$ cat src/rtl/dual_package.sv
// Shared defaults and request payload for the dual-port RAM with per-port latency.
package dual_package;

   localparam int unsigned DEF_DATA_WIDTH    = 8;
   localparam int unsigned DEF_ADDRESS_DEPTH = 16;
   localparam int unsigned DEF_WRITE_LATENCY [2] = '{1, 1};
   localparam int unsigned DEF_READ_LATENCY  [2] = '{1, 1};
   localparam int unsigned ADDR_W = $clog2(DEF_ADDRESS_DEPTH);

   // Write request as it travels down a write delay line at default widths
   typedef struct packed {
      logic                      valid;
      logic [ADDR_W-1:0]         addr;
      logic [DEF_DATA_WIDTH-1:0] data;
   } wr_req_t;

endpackage

$ cat src/rtl/lat_pipe.sv
// Fixed-length delay line with a travelling valid bit; STAGES=0 is a plain wire.
module lat_pipe #(
   parameter int unsigned STAGES    = 1,
   parameter type         payload_t = logic
) (
   input  logic     clk,
   input  logic     rst_n,
   input  logic     i_valid,
   input  payload_t i_data,
   output logic     o_valid,
   output payload_t o_data
);

   if (STAGES == 0) begin : g_wire
      logic unused_clk_rst;
      assign unused_clk_rst = clk ^ rst_n;
      assign o_valid = i_valid;
      assign o_data  = i_data;
   end else begin : g_reg
      logic     valid_q [STAGES];
      payload_t data_q  [STAGES];

      // Shift valid and payload one stage per cycle; reset drops everything in flight
      always_ff @(posedge clk or negedge rst_n) begin
         if (!rst_n) begin
            for (int i = 0; i < int'(STAGES); i++) begin
               valid_q[i] <= 1'b0;
               data_q[i]  <= '0;
            end
         end else begin
            valid_q[0] <= i_valid;
            data_q[0]  <= i_data;
            for (int i = 1; i < int'(STAGES); i++) begin
               valid_q[i] <= valid_q[i-1];
               data_q[i]  <= data_q[i-1];
            end
         end
      end

      assign o_valid = valid_q[STAGES-1];
      assign o_data  = data_q[STAGES-1];
   end

endmodule

$ cat src/rtl/dpram_lat.sv
// True dual-port RAM, one clock, independent write/read latency per port.
module dpram_lat
   import dual_package::*;
#(
   parameter int unsigned DATA_WIDTH        = DEF_DATA_WIDTH,
   parameter int unsigned ADDRESS_DEPTH     = DEF_ADDRESS_DEPTH,
   parameter int unsigned WRITE_LATENCY [2] = DEF_WRITE_LATENCY,
   parameter int unsigned READ_LATENCY  [2] = DEF_READ_LATENCY
) (
   input  logic                             i_clka,
   input  logic                             i_rst_n,
   input  logic                             i_en_a,
   input  logic                             i_we_a,
   input  logic [$clog2(ADDRESS_DEPTH)-1:0] i_addr_a,
   input  logic [DATA_WIDTH-1:0]            i_din_a,
   output logic [DATA_WIDTH-1:0]            o_dout_a,
   input  logic                             i_en_b,
   input  logic                             i_we_b,
   input  logic [$clog2(ADDRESS_DEPTH)-1:0] i_addr_b,
   input  logic [DATA_WIDTH-1:0]            i_din_b,
   output logic [DATA_WIDTH-1:0]            o_dout_b
);

   localparam int unsigned AW = $clog2(ADDRESS_DEPTH);

   typedef struct packed {
      logic [AW-1:0]         addr;
      logic [DATA_WIDTH-1:0] data;
   } wr_pay_t;

   logic [DATA_WIDTH-1:0] mem [ADDRESS_DEPTH];

   logic                  en    [2];
   logic                  we    [2];
   logic [AW-1:0]         addr  [2];
   logic [DATA_WIDTH-1:0] din   [2];
   logic                  wr_v  [2];
   wr_pay_t               wr_q  [2];
   logic                  wr_ok [2];

   assign en[0]   = i_en_a;
   assign en[1]   = i_en_b;
   assign we[0]   = i_we_a;
   assign we[1]   = i_we_b;
   assign addr[0] = i_addr_a;
   assign addr[1] = i_addr_b;
   assign din[0]  = i_din_a;
   assign din[1]  = i_din_b;

   for (genvar p = 0; p < 2; p++) begin : g_port
      wr_pay_t               wr_in;
      logic                  rd_ok;
      logic                  rd_v_in;
      logic [DATA_WIDTH-1:0] rd_d_in;
      logic                  rd_v_out;
      logic [DATA_WIDTH-1:0] rd_d_out;
      logic [DATA_WIDTH-1:0] dout_q;

      assign wr_in.addr = addr[p];
      assign wr_in.data = din[p];

      lat_pipe #(
         .STAGES    (WRITE_LATENCY[p] - 1),
         .payload_t (wr_pay_t)
      ) u_wr_pipe (
         .clk     (i_clka),
         .rst_n   (i_rst_n),
         .i_valid (en[p] & we[p]),
         .i_data  (wr_in),
         .o_valid (wr_v[p]),
         .o_data  (wr_q[p])
      );

      assign wr_ok[p] = wr_v[p] && (32'(wr_q[p].addr) < ADDRESS_DEPTH);

      // Array is sampled at the request edge before any same-edge commit lands (read-first)
      assign rd_ok   = 32'(addr[p]) < ADDRESS_DEPTH;
      assign rd_v_in = en[p] & ~we[p];
      assign rd_d_in = rd_ok ? mem[addr[p]] : '0;

      lat_pipe #(
         .STAGES    (READ_LATENCY[p] - 1),
         .payload_t (logic [DATA_WIDTH-1:0])
      ) u_rd_pipe (
         .clk     (i_clka),
         .rst_n   (i_rst_n),
         .i_valid (rd_v_in),
         .i_data  (rd_d_in),
         .o_valid (rd_v_out),
         .o_data  (rd_d_out)
      );

      // Output register loads only read results and otherwise holds
      always_ff @(posedge i_clka or negedge i_rst_n) begin
         if (!i_rst_n) begin
            dout_q <= '0;
         end else if (rd_v_out) begin
            dout_q <= rd_d_out;
         end
      end
   end

   assign o_dout_a = g_port[0].dout_q;
   assign o_dout_b = g_port[1].dout_q;

   // Commit writes; port A is applied last so it wins a same-edge, same-address collision
   always_ff @(posedge i_clka) begin
      if (i_rst_n) begin
         if (wr_ok[1]) begin
            mem[wr_q[1].addr] <= wr_q[1].data;
         end
         if (wr_ok[0]) begin
            mem[wr_q[0].addr] <= wr_q[0].data;
         end
      end
   end

endmodule
$ cat config.mk
export PLATFORM = sky130hd
export DESIGN_NAME = dpram_lat
export DESIGN_NICKNAME = d
export VERILOG_FILES = /design/src/rtl/dual_package.sv /design/src/rtl/lat_pipe.sv /design/src/rtl/dpram_lat.sv
export SDC_FILE = /design/constraint.sdc
export NUM_CORES = 1
export LEC_CHECK = 0
export ABC_CLOCK_PERIOD_IN_PS = 2200
export BUFFER_PORTS_ARGS = -buffer_cell sky130_fd_sc_hd__buf_2
export CAP_MARGIN = 20
export CORE_MARGIN = 2
export CORE_UTILIZATION = 55
export DETAILED_ROUTE_END_ITERATION = 6
export PLACE_DENSITY = 0.7
export SLEW_MARGIN = 25
export SYNTH_ARGS = -nofsm -noshare
export SYNTH_HDL_FRONTEND = slang
export SYNTH_HIERARCHICAL = 1
export SYNTH_SLANG_ARGS = --single-unit
$ cat constraint.sdc
create_clock -name i_clka -period 2.2 [get_ports i_clka]
set_input_delay 0.22 -clock i_clka [delete_from_list [all_inputs] [get_ports i_clka]]
set_output_delay 0.22 -clock i_clka [all_outputs]
set_load 0.1 [all_outputs]
# After elaboration in Yosys (flattened, before gate mapping)
# Memories as Yosys holds them, arrays and structs flattened. A register that Yosys moved wholly into a read port is not among the register bits.
# Index checks and enable logic that the tools add are counted.
# word_totals
regBits,0
ram_bits,128
output_inout_bits,16
n_memories,1
# classes
n_mux,6
n_bitwise,6
n_reduce_logical,2
# memory_table
name,depth,word_bits,read_ports,rd_ports_with_merged_regs,write_ports,line,source
mem,16,8,2,2,2,dpram_lat.sv:31,logic [DATA_WIDTH-1:0] mem [ADDRESS_DEPTH];
# op_table
cell,n
1-bit 2-to-1 mux,6
1-bit AND,4
1-bit logical NOT,2
1-bit inverter,2

# Logic depth before layout (Yosys ltp)
# Gate-level depths: netlist (run 1).
# depth
depth_word,4
mapped_depth,7

# Cells and area by module
# The synthesis (run 1) kept the hierarchy.
# by_module_without_submodules
mod,instances,cells_each,area_per_inst_um2
dpram_lat,1,508,8257.9
lat_pipe (g_port[0].u_wr_pipe ...),2,13,97.6
lat_pipe (g_port[0].u_rd_pipe ...),2,9,67.6

# Worst setup path after synthesis (run 1)
# No wires, ideal clock.
# synth_path
path_type,input -> register
start,input port i_addr_a[0]
end,"register g_port[0].dout_q[1], in the netlist o_dout_a[1] (read register of mem)"
setup_ps,125
arrival_ps,1779
required_ps,2075
slack_ps,296
cell_stages,7
n_path_buf,3
path_cell_list,buf_2 > buf_2 > mux4_2 > a22oi_1 > nand2_1 > buf_4 > mux2_2
# synth_rtl
element,line,source
"start, declared",dpram_lat.sv:14,"input logic [$clog2(ADDRESS_DEPTH)-1:0] i_addr_a,"
"end, declared",dpram_lat.sv:57,logic [DATA_WIDTH-1:0] dout_q;

==> impl_metrics.csv, run 1 <==
group,metric,value,unit
run_status,status,"completed",
sta,period_needed,2080,ps
sta,finalSetupTns,0,ps
synth,ys_seq_area_share,49.4,%
route,num_vias,5320,
global_routing,grt-ovfl-total,0,
power_and_ir_drop,leakagePower,3.27,nW
floorplan,start_util,56.3,%
sta,setup_ws,116,ps
sta,setup_violations,0,
route,drc,0,
clocking,numCtsBuffers,17,
cells_and_area,fin_util,62.1,%
worst_setup_path,cp-end-kind,"register",
floorplan,dieArea,16600,um2
synth,synth_fp_nets,582,
synth,synth_top_cell_by_area,"edfxtp_1",
worst_setup_path,startpoint_type,"input pin",
clocking,clk_pin_slew_worst_paths,60,ps
clocking,cts_sinks,144,
synth,yosys-top-cells-count,"mux2_2, edfxtp_1, mux4_2",
worst_setup_path,r2r_start,"mem[3][5]",
clocking,cts_tree,"yes",
worst_setup_path,crit_buf_inv,3,
route,wire_per_inst,27.7,um
synth,synth_top_area_share,44.8,%
sta,min_period_over_period,94.7,%
cells_and_area,diodes,0,
clocking,h-tree-depth,4,
place,hpwl,15100,um
worst_setup_path,critPathKind,"in2reg",
sta,skew,5.86,ps
global_routing,grt_antenna_before_repair,0,
place,place_area,8940,um2
synth,synth_area,8590,um2
worst_setup_path,cp.required,2340,ps
route,avgViaCountPerCell,6.66,
cells_and_area,fillerInstances,1139,
global_routing,use_met3,5.95,%
floorplan,top_level_ports,46,
cells_and_area,layout-drive-gt1-share,57.8,%
sta,rsz0062_at_grt,"no",
hold_path,hold_path.class,"in2reg",
route,drt_iter0_markers,887,
sta,hold_viol,0,
cells_and_area,final_net_count,606,
synth,synth_area_leaders,"edfxtp_1, mux2_2, mux4_2",
route,ant_nets,0,
global_routing,grt_max_degree,19,
sta,relSlewSlack,31.7,%
synth,avgSynthCellArea,15.6,um2
cells_and_area,final_area,9470,um2
clocking,clkLatencyLatePin,430,ps
cells_and_area,syn2layout_area_growth,10.3,%
worst_setup_path,slowest_stage,"or3_1",
job,cap_viol_max_count,0,
floorplan,row_count,45,
clocking,clk_path_buf_depth,2,
worst_setup_path,path_cells,"dlygate4sd3_1 > buf_2 > nand4b_2 > or3_1 > o21ai_0 > buf_4",
power_and_ir_drop,irDropWorstVdd,540,uV
place,place.gp.congestion,0.892,
global_routing,use_met2,44.4,%
synth,synth-edff-count,128,
sta,max_slew.worst_pin.slew,1020,ps
worst_setup_path,startpoint,"i_rst_n",
global_routing,grt_pass1_wl,32900,um
route,drt_wl_total,22100,um
global_routing,grtUsageTotal,28.2,%
worst_setup_path,crit_arrival,2220,ps
synth,ys_ff_latch,144,
worst_setup_path,path_max_fanout,9,
worst_setup_path,max_stage_delay,570,ps
synth,ys.flop_type,"edfxtp_1",
floorplan,dieWidth,129,um
route,first_pass_iters,5,
hold_path,holdCritStartpoint,"i_we_a",
synth,synth_cell_types,28,
floorplan,die_h,129,um
sta,timing.fmax,0.480,GHz
floorplan,core,15300,um2
power_and_ir_drop,power.density,735,nW/um2
global_routing,grt_pass1_vias,5210,
worst_setup_path,crit_family,"buffers and inverters",
synth,synthCells,552,
synth,yosysMostFrequentCell,"mux2_2",
place,place_ws,100,ps
global_routing,grt_busiest_layer,"met2",
global_routing,use_met1,38.7,%
power_and_ir_drop,p_total,0.00696,W
synth,synth_warnings,6,
place,io_buffers,45,
synth,async_flop_share,11.1,%
clocking,root_buffer,"clkbuf_16",
sta,finalMaxSlewViolations,0,
-- tightest hold or removal path: cells and delay by family --
kind                   cells  cell delay [ps]
multiplexers               1              250
buffers and inverters      1               90
AND/OR/NAND/NOR            1              130
-- cells in the final DEF, fill, tap and decap left out, drive strengths merged --
cell type	n
a22oi	32
and2	4
and4bb	1
buf	95
bufinv	1
clkbuf	23
clkinv	5
clkinvlp	2
dfrtp	16
dlygate4sd3	1
edfxtp	128
mux2	144
mux4	64
nand2	20
nand2b	7
nand4	2
nand4b	4
nor2	12
nor2b	7
o21ai	6
o21bai	1
o22ai	9
or2	1
or3	3
-- path summary, 6_finish.rpt --
| path | to | slack, ps | cells past startpoint |
|---|---|---|---|
| max in group asynchronous | o_dout_a[7] | 1630 | 3 |
| worst min-delay path | o_dout_a[4] | 300 | 3 |
| worst min register to register | o_dout_a[4] | 500 | 1 |
| min in group asynchronous | o_dout_b[5] | 410 | 3 |
| worst max register to register | o_dout_a[5] | 410 | 4 |
| worst max-delay path | mem[4][0] | 120 | 6 |
-- report_power, final --
group          internal [W]  leakage (nW)  switching [W]
clock network       0.00153         0.244        0.00107
registers           0.00307          1.35      0.0000542
logic              0.000398          1.68       0.000842
total               0.00500          3.27        0.00196
-- stage by stage --
stage / cells / hold slack (ps)
after global placement: 767 / 293
after floorplan: 552 / -75.6
final: 799 / 302
after CTS: 799 / 295
after detailed placement: 767 / 307
after global routing: 799 / 329
-- routing by layer --
layer,wire (um),up-vias,part of all wire [%]
li1,-,2219,-
met4,768,0,3.5
met2,10400,325,47
met5,0,-,0
met1,8760,2724,40
met3,2150,52,9.7
-- repair_timing --
action	4_1_cts	5_1_grt
gates resized for setup	0	1
endpoints found under the setup margin	0	4
buffers inserted	0	0
hold endpoints to repair	16	0
hold buffers	1	0
-- cell families (layout without fill, tap and decap cells) --
logic type | count (synthesis) | after routing | synth area share (%)
mux | 208 | 208 | 35.7
flops | 144 | 144 | 49.4
buf+inv | 91 | 127 | 6.80
simple gates | 61 | 61 | 4.18
compound gates | 48 | 48 | 3.89
-- sequential cells by signal, indices dropped and copies added (netlist names) --
register and flops:
o_dout_a 8, mem 128, o_dout_b 8
-- cell type report --
type	instances	area [um2]	share of cell area (%)
clock buffer	23	448	4.73
sequential	144	4240	44.8
multi-input combinational	317	3770	39.8
clock inverter	8	66.3	0.700
timing repair buffer	96	686	7.24
tap	211	264	2.79
(Power assumes the default switching activity.)
==> inputs of run 2 (changes only) <==
--- a/config.mk
+++ b/config.mk
@@ -10,9 +10,10 @@
 export CAP_MARGIN = 20
 export CORE_MARGIN = 2
 export CORE_UTILIZATION = 55
+export CTS_CLUSTER_DIAMETER = 120
 export DETAILED_ROUTE_END_ITERATION = 6
-export PLACE_DENSITY = 0.7
-export SLEW_MARGIN = 25
+export PLACE_DENSITY = 0.73
+export SLEW_MARGIN = 10
 export SYNTH_ARGS = -nofsm -noshare
 export SYNTH_HDL_FRONTEND = slang
 export SYNTH_HIERARCHICAL = 1
==> impl_metrics.csv, run 2 (synthesis results as in run 1) <==
group,metric,value,unit
run_status,status,"completed",
worst_setup_path,cp-end-kind,"register",
worst_setup_path,startpoint,"i_rst_n",
worst_setup_path,startpoint_type,"input pin",
worst_setup_path,r2r_setup_slack,450,ps
power_and_ir_drop,combPwrFrac,17.2,%
power_and_ir_drop,seq_power_share,42.5,%
floorplan,top_level_ports,46,
clocking,cts_tree,"yes",
global_routing,grt_max_degree,21,
place,place.gp.congestion,0.939,
worst_setup_path,path_cells,"dlygate4sd3_1 > buf_2 > nand4b_2 > buf_4 > nor2_2 > mux2_2",
route,drt_wl_total,22600,um
sta,rsz0062_at_grt,"no",
floorplan,dieWidth,129,um
cells_and_area,diodes,0,
global_routing,grt_pass1_vias,5394,
power_and_ir_drop,p_sw,0.00213,W
power_and_ir_drop,clkPwrFrac,40.3,%
route,wire_per_inst,28.7,um
floorplan,die_h,129,um
worst_setup_path,r2r_start,"mem[6][7]",
job,cap_viol_max_count,0,
worst_setup_path,critPathCapture,"mem[10][4]",
power_and_ir_drop,switching_share,29.0,%
power_and_ir_drop,irDropWorstVdd,547,uV
route,first_pass_iters,5,
worst_setup_path,critPathKind,"in2reg",
cells_and_area,layout-drive-gt1-share,58.7,%
global_routing,grt_antenna_before_repair,0,
route,ant_nets,0,
clocking,clkLatencyLatePin,430,ps
worst_setup_path,r2r_end,"o_dout_a[7]",
floorplan,dieArea,16600,um2
sta,timing.fmax,0.477,GHz
cells_and_area,regArea,4240,um2
global_routing,grt_pass1_wl,33300,um
clocking,root_buffer,"clkbuf_16",
sta,hold_viol,0,
route,wl_met1,8950,um
power_and_ir_drop,power.density,774,nW/um2
sta,setup_violations,0,
power_and_ir_drop,p_int,0.00522,W
clocking,clk_pin_slew_worst_paths,70,ps
clocking,h-tree-depth,4,
route,highest_layer,"met4",
worst_setup_path,max_stage_delay,530,ps
route,num_vias,5301,
place,place_inst,754,
cells_and_area,mostFrequentLayoutCells,"mux2_2, edfxtp_1, mux4_2",
cells_and_area,final_net_count,593,
sta,finalMaxSlewViolations,0,
clocking,numCtsBuffers,17,
cells_and_area,final_common_cell,"mux2_2",
floorplan,row_count,45,
route,dr_wl_met3,2180,um
power_and_ir_drop,leakagePower,3.26,nW
route,avgViaCountPerCell,6.74,
sta,holdWs,205,ps
route,drc,0,
worst_setup_path,slowest_stage,"dlygate4sd3_1",
cells_and_area,fin_util,62.2,%
clocking,post_cts.repair.setup_buffers,0,
clocking,clk_path_buf_depth,2,
cells_and_area,fillerInstances,1113,
place,hpwl,15500,um
worst_setup_path,rr_worst_depth,4,
worst_setup_path,crit_arrival,2280,ps
sta,relSlewSlack,33.9,%
sta,skew,6.70,ps
cells_and_area,largest_register_ffs,128,
sta,finalSetupTns,0,ps
cells_and_area,syn2layout_area_growth,10.4,%
sta,max_slew.worst_pin.slew,992,ps
worst_setup_path,cp.required,2380,ps
route,drt_iter0_markers,674,
global_routing,grt-ovfl-total,0,
sta,period_needed,2090,ps
route,wl_met2,10800,um
cells_and_area,final_cells,787,
global_routing,grtUsageTotal,28.7,%
worst_setup_path,path_max_fanout,12,
clocking,cts_sinks,144,
floorplan,start_util,56.3,%
floorplan,core,15300,um2
sta,min_period_over_period,95.2,%
place,io_buffers,45,
cells_and_area,multiInputGateArea,3770,um2
hold_path,hold_path.class,"in2async",
[run 2: cell types whose count changed in the layout (fill, tap and decap cells not counted), sizes merged]
cell	before	now
buf	95	82
inv	0	5
clkbuf	23	20
clkinv	5	4
[run 2: how the worst min path moves through the flow]
stage	end	slack, ps	cells after the start
final	o_dout_b[0]	200	2
after global routing	o_dout_b[0]	220	2
after CTS	o_dout_b[0]	190	2
after detailed placement	o_dout_b[0]	100	1
after global placement	o_dout_b[6]	100	1
after floorplan	o_dout_a[0]	-80	0
[run 2: stage by stage]
stage	cell area [um2]	power, W	setup slack (ps)
floorplan	8590	0.00418	296
global placement	8860	0.00440	178
detailed placement	8860	0.00443	140
CTS	9480	0.00734	107
global route	9490	0.00752	43.3
finish	9490	0.00734	105
[run 2: layer usage]
metal  vias up  track usage (%)
li1       2195                -
met1      2750             39.0
met2       309             45.5
met3        47             6.74
met4         0             10.5
met5         -                0
[run 2: critical path, delay by kind of cell]
kind,cells,cell delay [ps]
buf+inv,3,1020
mux,1,400
simple gates,2,630
[run 2: final cells by class]
cell class	count	area share (%)
Sequential cell	144	44.7
Multi-Input combinational cell	317	39.7
Timing Repair Buffer	83	6.33
Clock buffer	20	5.16
Tap cell	211	2.78
Clock inverter	12	1.27
[run 2: power by group through the flow]
stage / Clock [W] / Combinational [W] / Sequential (W)
3_5_place_dp: 0 / 0.00125 / 0.00318
3_3_place_gp: 0 / 0.00123 / 0.00317
2_1_floorplan: 0 / 0.000580 / 0.00360
6_report: 0.00296 / 0.00126 / 0.00312
5_1_grt: 0.00308 / 0.00132 / 0.00313
4_1_cts: 0.00296 / 0.00125 / 0.00312
[run 2: repair_timing]
| action | CTS | global route |
|---|---|---|
| hold buffers | 1 | 0 |
| setup endpoints to repair | 0 | 16 |
| endpoints found under the hold margin | 16 | 0 |
| gates resized for setup | 0 | 2 |
==> inputs of run 3 (changes only) <==
--- a/config.mk
+++ b/config.mk
@@ -5,14 +5,13 @@
 export SDC_FILE = /design/constraint.sdc
 export NUM_CORES = 1
 export LEC_CHECK = 0
-export ABC_CLOCK_PERIOD_IN_PS = 2200
+export ABC_CLOCK_PERIOD_IN_PS = 2700
 export BUFFER_PORTS_ARGS = -buffer_cell sky130_fd_sc_hd__buf_2
 export CAP_MARGIN = 20
 export CORE_MARGIN = 2
-export CORE_UTILIZATION = 55
+export CORE_UTILIZATION = 35
 export CTS_CLUSTER_DIAMETER = 120
 export DETAILED_ROUTE_END_ITERATION = 6
-export PLACE_DENSITY = 0.73
 export SLEW_MARGIN = 10
 export SYNTH_ARGS = -nofsm -noshare
 export SYNTH_HDL_FRONTEND = slang
==> constraint.sdc (replaced) <==
create_clock -name i_clka -period 2.7 [get_ports i_clka]
set_input_delay 0.27 -clock i_clka [delete_from_list [all_inputs] [get_ports i_clka]]
set_output_delay 0.27 -clock i_clka [all_outputs]
set_load 0.1 [all_outputs]
==> impl_metrics.csv, run 3 (synthesis results as in run 1) <==
group,metric,value,unit
run_status,status,"completed",
route,drt_iter0_markers,508,
power_and_ir_drop,switching_share,28.5,%
global_routing,grt_pass1_vias,5401,
global_routing,grtUsageTotal,18.9,%
cells_and_area,mostFrequentLayoutCells,"mux2_2, edfxtp_1, mux4_2",
sta,skew,7.22,ps
sta,finalMaxSlewViolations,0,
cells_and_area,diodes,0,
worst_setup_path,rr_worst_depth,4,
cells_and_area,fillerInstances,2228,
sta,timing.fmax,0.446,GHz
power_and_ir_drop,clkPwrFrac,40.3,%
cells_and_area,fin_util,39.0,%
floorplan,die_h,161,um
cells_and_area,layout-drive-gt1-share,57.1,%
clocking,numCtsBuffers,17,
clocking,post_cts.repair.setup_buffers,0,
worst_setup_path,critPathKind,"in2reg",
global_routing,grt_pass1_wl,35200,um
sta,setup_violations,0,
place,io_buffers,45,
clocking,cts_tree,"yes",
power_and_ir_drop,seq_power_share,42.7,%
worst_setup_path,slowest_stage,"or3_1",
global_routing,grt_antenna_before_repair,1,
sta,period_needed,2240,ps
clocking,clkLatencyLatePin,430,ps
route,num_vias,5151,
clocking,postCtsHoldBufs,1,
clocking,h-tree-depth,4,
worst_setup_path,path_max_fanout,13,
sta,rsz0062_at_grt,"no",
worst_setup_path,r2r_end,"o_dout_a[3]",
cells_and_area,final_common_cell,"mux2_2",
power_and_ir_drop,leakagePower,3.15,nW
worst_setup_path,crit_arrival,2370,ps
clocking,clk_path_buf_depth,2,
place,place_area,8830,um2
global_routing,grt-ovfl-total,0,
power_and_ir_drop,power.density,631,nW/um2
worst_setup_path,cp.required,2830,ps
floorplan,row_count,57,
route,drc,0,
floorplan,dieArea,25800,um2
cells_and_area,largest_register_ffs,128,
clocking,clk_pin_slew_worst_paths,60,ps
power_and_ir_drop,combPwrFrac,17.0,%
worst_setup_path,cp-end-kind,"register",
route,avgViaCountPerCell,5.81,
power_and_ir_drop,irDropWorstVdd,434,uV
place,place_inst,854,
sta,max_slew.worst_pin.slew,977,ps
route,first_pass_iters,5,
cells_and_area,final_net_count,580,
floorplan,dieWidth,161,um
power_and_ir_drop,p_total,0.00595,W
sta,hold_viol,0,
route,wire_per_inst,26.9,um
power_and_ir_drop,p_int,0.00426,W
clocking,root_buffer,"clkbuf_16",
hold_path,hold_path.class,"in2async",
worst_setup_path,max_stage_delay,630,ps
cells_and_area,syn2layout_area_growth,9.79,%
global_routing,grt_max_degree,37,
job,cap_viol_max_count,0,
power_and_ir_drop,p_sw,0.00170,W
cells_and_area,final_cells,886,
clocking,cts_sinks,144,
floorplan,start_util,35.5,%
route,ant_nets,0,
worst_setup_path,r2r_start,"mem[7][3]",
worst_setup_path,startpoint_type,"input pin",
sta,finalSetupTns,0,ps
floorplan,core,24200,um2
floorplan,top_level_ports,46,
sta,relSlewSlack,34.9,%
route,drt_wl_total,23900,um
worst_setup_path,r2r_setup_slack,860,ps
place,place.gp.congestion,0.852,
clocking,ctsResizeCount,0,
worst_setup_path,path_cells,"dlygate4sd3_1 > buf_2 > nand4b_2 > or3_1 > o21ai_0 > buf_4",
sta,min_period_over_period,83.1,%
cells_and_area,final_area,9430,um2
place,hpwl,16200,um
-- run 3: cell count changes in the layout (fill, tap and decap cells not counted), sizes merged --
cell	change
clkinv	+3
clkbuf	-3
clkinvlp	+1
inv	-4
buf	-13
bufinv	+2
-- run 3: power groups by stage --
stage | Clock, W | Sequential (W) | Combinational, W
after floorplan | 0 | 0.00294 | 0.000473
after global placement | 0 | 0.00258 | 0.000992
after detailed placement | 0 | 0.00259 | 0.00100
after CTS | 0.00242 | 0.00254 | 0.00101
after global routing | 0.00252 | 0.00255 | 0.00106
final | 0.00240 | 0.00254 | 0.00101
-- run 3: critical path: cells and delay by family --
family / cells / cell delay, ps
compound gates: 1 / 170
buf+inv: 3 / 1010
simple gates: 2 / 920
-- run 3: per-stage QoR --
stage / hold WS [ps] / setup WS (ps)
after floorplan: -25.6 / 746
after global placement: 142 / 238
after detailed placement: 145 / 219
after CTS: 242 / 468
after global routing: 269 / 341
final: 249 / 457
-- run 3: layout make-up --
class	instances	area [um2]	area share, %
Clock buffer	17	425	4.51
Tap cell	324	405	4.30
Clock inverter	14	166	1.76
Timing Repair Buffer	70	428	4.54
Multi-Input combinational cell	317	3760	39.9
Sequential cell	144	4240	45.0
-- run 3: how the worst max path moves through the flow --
stage	from	end	slack, ps	depth (start not counted)
finish	i_rst_n	mem[8][0]	460	6
global route	i_rst_n	mem[8][5]	340	6
CTS	i_rst_n	mem[8][2]	470	6
detailed placement	i_addr_a[0]	o_dout_a[7]	220	6
global placement	i_addr_a[0]	o_dout_a[7]	240	6
floorplan	i_addr_a[0]	o_dout_a[1]	750	7
-- run 3: per-layer routing --
layer | share of wire [%] | up-vias | wire length, um | GRT usage (%)
met5 | 0.029 | - | 7 | 0
met1 | 42 | 2708 | 9970 | 25.2
met3 | 7.7 | 26 | 1830 | 4.31
li1 | - | 2173 | - | -
met2 | 48 | 242 | 11500 | 30.6
met4 | 2.3 | 2 | 543 | 6.31
